--- config.mk ---
export PLATFORM = sky130hd
export DESIGN_NAME = demux1to4_n
export DESIGN_NICKNAME = d
export VERILOG_FILES = /design/src/rtl/demux1to4_n.sv
export SDC_FILE = /design/constraint.sdc
export NUM_CORES = 1
export LEC_CHECK = 0
export BUFFER_PORTS_ARGS = -buffer_cell sky130_fd_sc_hd__buf_2
export CAP_MARGIN = 30
export CORE_UTILIZATION = 45
export DETAILED_ROUTE_END_ITERATION = 8
export PLACE_DENSITY = 0.84
export RECOVER_POWER = 25
export SYNTH_ARGS = -nofsm -noshare
export SYNTH_HDL_FRONTEND = slang
export SYNTH_SLANG_ARGS = --single-unit
--- constraint.sdc ---
create_clock -name clk_i -period 1.2 [get_ports clk_i]
set_input_delay 0.24 -clock clk_i [delete_from_list [all_inputs] [get_ports clk_i]]
set_output_delay 0.24 -clock clk_i [all_outputs]
set_load 0.01 [all_outputs]
--- src/rtl/demux1to4_n.sv ---
// Registered 1-to-m demultiplexer: one valid/ready producer stream is steered into m one-word
// output slots, each drained by its own consumer. Optional round-robin steering: DEMUX_RR_EN.

module demux1to4_n_slot #(
  parameter int n = 4
) (
  input  logic         i_clk,
  input  logic         i_rst,
  input  logic         i_load,
  input  logic         i_drain,
  input  logic [n-1:0] i_data,
  output logic         o_valid,
  output logic [n-1:0] o_data
);
  logic         r_valid;
  logic [n-1:0] r_data;

  // A load beats a drain, so a slot that empties and refills on one edge never bubbles.
  always_ff @(posedge i_clk) begin
    if (i_rst) begin
      r_valid <= 1'b0;
      r_data  <= '0;
    end else if (i_load) begin
      r_valid <= 1'b1;
      r_data  <= i_data;
    end else if (i_drain) begin
      r_valid <= 1'b0;
    end
  end

  assign o_valid = r_valid;
  assign o_data  = r_data;
endmodule

module demux1to4_n #(
  parameter int n       = 4,
  parameter int address = 2,
  parameter int m       = 4
) (
  input  logic               clk_i,
  input  logic               rst_i,
  input  logic [n-1:0]       data_i,
  input  logic               valid_i,
  input  logic [address-1:0] sel,
  output logic               ready_o,
  output logic [n-1:0]       data_o [0:m-1],
  output logic [m-1:0]       valid_o,
  input  logic [m-1:0]       ready_i,
  output logic               sel_err_o
);
  localparam logic [address:0] M_L = (address+1)'(m);

  logic [address-1:0] w_tgt;
  logic               w_tgt_ok;
  logic [m-1:0]       w_onehot;
  logic [m-1:0]       w_drain;
  logic               w_acc;

`ifdef DEMUX_RR_EN
  logic [address-1:0] r_ptr;
  logic               w_sel_unused;

  assign w_tgt        = r_ptr;
  assign w_sel_unused = ^sel;

  // Rotation only advances on accept, so a stalled channel stalls the whole rotation.
  always_ff @(posedge clk_i) begin
    if (rst_i)      r_ptr <= '0;
    else if (w_acc) r_ptr <= (r_ptr == address'(m-1)) ? '0 : r_ptr + address'(1);
  end

  assign sel_err_o = 1'b0;
`else
  logic r_sel_err;

  assign w_tgt = sel;

  always_ff @(posedge clk_i) begin
    if (rst_i) r_sel_err <= 1'b0;
    else       r_sel_err <= w_acc && !w_tgt_ok;
  end

  assign sel_err_o = r_sel_err;
`endif

  assign w_tgt_ok = ({1'b0, w_tgt} < M_L);
  assign w_drain  = valid_o & ready_i;
  // Out-of-range targets give an all-zero one-hot, so the word is sunk with ready_o high.
  assign ready_o  = ~|(w_onehot & valid_o & ~ready_i);
  assign w_acc    = valid_i && ready_o;

  for (genvar k = 0; k < m; k++) begin : g_slot
    assign w_onehot[k] = w_tgt_ok && (w_tgt == address'(k));

    demux1to4_n_slot #(.n(n)) u_slot (
      .i_clk   (clk_i),
      .i_rst   (rst_i),
      .i_load  (w_acc && w_onehot[k]),
      .i_drain (w_drain[k]),
      .i_data  (data_i),
      .o_valid (valid_o[k]),
      .o_data  (data_o[k])
    );
  end
endmodule
# --- Yosys cells after proc, flatten, opt, wreduce, memory -nomap -nowiden ---
# Index checks and enable logic that the tools add are counted.
op_classes:
  reduce_logical: 12
  bitwise: 4
  n_mux: 8
  n_eq_ne: 3
ops:
  columns: ["cell", "n"]
  rows:
  - ["bitwise AND 4 bit", 3]
  - ["two-way mux 1 bit", 8]
  - ["nonzero test 2 bit", 4]
  - ["logical AND 1 bit", 5]
  - ["== test 2 bit, second input constant", 2]
  - ["NOT 4 bit", 1]
  - ["OR reduction 4 bit", 1]
  - ["== test 2 x 1 -> 1 bit, second input constant", 1]
  - ["zero test 2 bit", 1]
  - ["zero test 1 bit", 1]
word_totals:
  output_inout_bits: 22
  regBits: 20
  input_bits: 13

# --- Depth between registers and ports, before layout ---
depth:
  word_depth: 8
  ltp_mapped: 3
  ltp_nobuf: 3

# --- Cells and area by module ---
# A second synthesis with hierarchy kept.
hier_totals:
  hier_cells: 83
  hier_area_um2: 865.8
modules_own_cells:
  columns: ["module", "area_per_inst_um2", "seq_area_each_um2", "cells_each", "instances"]
  rows:
  - ["demux1to4_n_slot", 181.4, 100.1, 17, 4]
  - ["demux1to4_n", 140.1, 0.0, 15, 1]

# --- Least setup slack after synthesis ---
# Ideal clock, no wire load.
synth_timing:
  kind: "input-to-output"
  startpoint: "input port ready_i[3]"
  endpoint: "output port ready_o"
  n_path_buf: 0
  path_slack_ns: 0.058
  arrival_ns: 0.902
  cell_stages: 2
  t_required_ns: 0.960
  path_cell_list: "nand2b_1 > mux4_2"
synth_via:
  elab_chain_cells: 4
synth_rtl:
  columns: ["element", "line", "rtl"]
  rows:
  - ["start, declared", "48", "input logic [m-1:0] ready_i,"]
  - ["NOT 4 bit", "89", "assign ready_o = ~|(w_onehot & valid_o & ~ready_i);"]
  - ["bitwise AND 4 bit", "89", null]
  - ["OR reduction 4 bit", "89", null]
  - ["zero test 1 bit", "89", null]
  - ["end, declared", "45", "output logic ready_o,"]
# Every way passes these cells.

# --- Worst setup path after layout ---
layout_timing:
  startpoint: "register g_slot[2].u_slot.r_valid"
  endpoint: "output port ready_o"
layout_via:
  elab_chain_cells: 4
layout_rtl:
  columns: ["element", "line", "rtl"]
  rows:
  - ["start, declared", "15", "logic r_valid;"]
  - ["start signal, assigned", "21", "r_valid <= 1'b0;"]
  - ["start signal, assigned", "24", "r_valid <= 1'b1;"]
  - ["start signal, assigned", "27", "r_valid <= 1'b0;"]
  - ["bitwise AND 4 bit (2 in a row)", "89", null]
  - ["OR reduction 4 bit", "89", null]
  - ["zero test 1 bit", "89", null]
# Every way passes these cells.

==> results.cfg <==
[clock_network]
cts.reportedPaths.clkPinSlew_ns = 0.11
clock-root-buffer = clkbuf_4
cts_sinks = 20
htreeDepth = 1
cts_buffers = 3
cts_max_path_buffers = 2
clock_latency_ns = 0.30
tritoncts = built
ctsHoldBuffers = 0

[outcome]
status = complete, but fails checks
violations = setup timing

[synthesis]
ys_ff_latch = 20
synth_top_area_cell = dfxtp_1
synthXorXnorAreaFrac_pct = 0
ys_types = 14
ys_top_cells_by_area = dfxtp_1 46%, mux2i_1 18%, nand2b_1 17%
synth_top_area_share_pct = 46.0
ys_async_sr_fraction_pct = 0
syn_area_um2 = 871
ys.flop_type = dfxtp_1
synth-simple-area-share_pct = 25.1
synthCells = 79
synth_adder_area_share_pct = 0
yosys_warnings = 0
synth_top_family_by_area = simple AND/OR/NAND/NOR gates
synth_compound_gate_area_share_pct = 2.30
syn_avg_cell_area_um2 = 11.0
synth_edf_count = 0
synth_nets = 92
synth.yosys.seq_area_share_pct = 46.0
synthMuxAreaShare_pct = 21.0

[detailed_routing]
dr.pass1.iters = 4
wl_per_cell_um = 11.7
vias = 668
dr.first_iter.drc_count = 3
routed_via_density = 4.77
drt-total-wl_um = 1640
drc = 0
postRouteAntennaNets = 0

[cells_and_area]
layout-area-overhead-vs-synth_pct = 28.7
fillerInstances = 175
final_common_cell = buf_2
antennaDiodeCount = 0
final-seq-area_um2 = 404
final_nets = 129
final_util_pct = 63.5
final_cell_mix = 31 x buf_2, 24 x nand2b_1, 17 x dfxtp_1
drive_gt1_share_pct = 42.6
instances_no_fill = 140
multi_input_area_um2 = 422

[placed_design]
port_buffers = 33
dp_hpwl_um = 1230
place_congestion = 0.768
dp.cells = 135

[timing]
rsz0062_at_grt = true
fin_crit_ns = 1.56
finalWorstSetupSlack_ns = -0.363
setup_viol_count_final = 1
max_freq_mhz = 640
skew_ns = 0.00706
fin_crit_sh_pct = 130
maxSlewViolCount = 0
hold_viol = 0

[setup_path]
crit_buf_inv = 1
worst_r2r_path_depth = 4
slowest_delay_ns = 0.47
path_class = flop to output port
cp.required_ns = 0.96
cp_top_family = multiplexers
start_kind = flop
cpMaxStageDelayCell = mux4_2
arrival_ns = 1.32
critical_path_depth = 3
path_cells = nand2b_1, mux4_2, buf_6
cp-end-kind = output port
critPathMaxFanout = 2

[global_routing]
top_usage_layer = met2
overflow = 0
grt_max_degree = 25
use_met3_pct = 2.38
grt_pass1_wl_um = 2520
use_met2_pct = 28.5
grt_pass1_vias = 612
gr-usage-all-layers_pct = 17.0
grtUsageMet1_pct = 21.1
grt_antenna_before_repair = 0

[floorplan]
start_util_pct = 49.4
dieArea_um2 = 2120
design.core.area_um2 = 1760
die_x_um = 46.0
boundaryPins = 35
rows = 15
die_h_um = 46.0

[hold_path]
hold_depth = 3
hp-class = input pin to flop

[pwr]
cellLeakagePower_nw = 0.573
vdd_drop_max_v = 0.000990
power.total_mw = 1.39
powerDensity_nw_per_um2 = 1240

[job]
cap_viol_max_count = 0
-- worst paths after layout --
path,from,slack (ns),endpoint
setup reg to reg,g_slot[0].u_slot.o_valid$_SDFFE_PP0P_,0.07,g_slot[0].u_slot.o_data[3]$_SDFFE_PP0P_
setup / recovery,g_slot[2].u_slot.o_valid$_SDFFE_PP0P_,-0.36,ready_o
hold reg to reg,g_slot[2].u_slot.o_data[2]$_SDFFE_PP0P_,0.48,g_slot[2].u_slot.o_data[2]$_SDFFE_PP0P_
hold / removal,data_i[2],0.26,g_slot[2].u_slot.o_data[2]$_SDFFE_PP0P_
-- power breakdown --
group / switching, mW / leakage [nW] / internal, mW
clock: 0.201 / 0.0279 / 0.337
sequential: 0.0108 / 0.164 / 0.688
combinational: 0.0758 / 0.381 / 0.0791
total: 0.287 / 0.573 / 1.10
-- per-layer routing --
layer	up-vias	wire length, µm
li1	334	-
met1	308	718
met2	22	835
met3	4	62
met4	0	23
met5	-	0
-- what timing repair did --
action,in CTS,in global routing
resized for setup,3,1
endpoints found under the setup margin,1,1
setup buffers,0,1
pin swaps,0,0
-- logic make-up after synthesis --
group,Yosys count
simple gates,30
flops,20
mux,17
buf+inv,7
compound gates,4
other cells,1
-- Yosys cell counts, types with 2 or more instances --
master / n
a21oi_1: 4
buf_4: 5
clkbuf_1: 2
dfxtp_1: 20
mux2i_1: 16
nand2b_1: 24
-- tightest hold or removal path, stage by stage --
cell      delay [ns]
buf_2           0.08
nand2b_1        0.09
mux2i_1         0.12
-- layout make-up --
class,count,share of cell area [%]
clock buffer,3,2.01
clock inverter,1,2.68
multi-input combinational,52,37.6
sequential,20,36.0
tap,25,2.79
timing repair buffer,39,18.9
-- metrics by stage --
step                instance area, µm²  hold WS (ns)  TNS (ns)  setup WS, ns
finish                            1120         0.264    -0.363        -0.363
global route                      1120         0.278    -0.420        -0.411
CTS                               1120         0.272    -0.362        -0.362
detailed placement                1060         0.468    -0.140        -0.140
global placement                  1060         0.461    -0.118        -0.118
floorplan                          871         0.460         0        0.0578
-- flip-flops by register name (all words and copies together) (netlist names) --
register / count
g_slot.u_slot.o_valid: 4
g_slot.u_slot.o_data: 16
No activity file was read; power rests on OpenSTA's default activity.
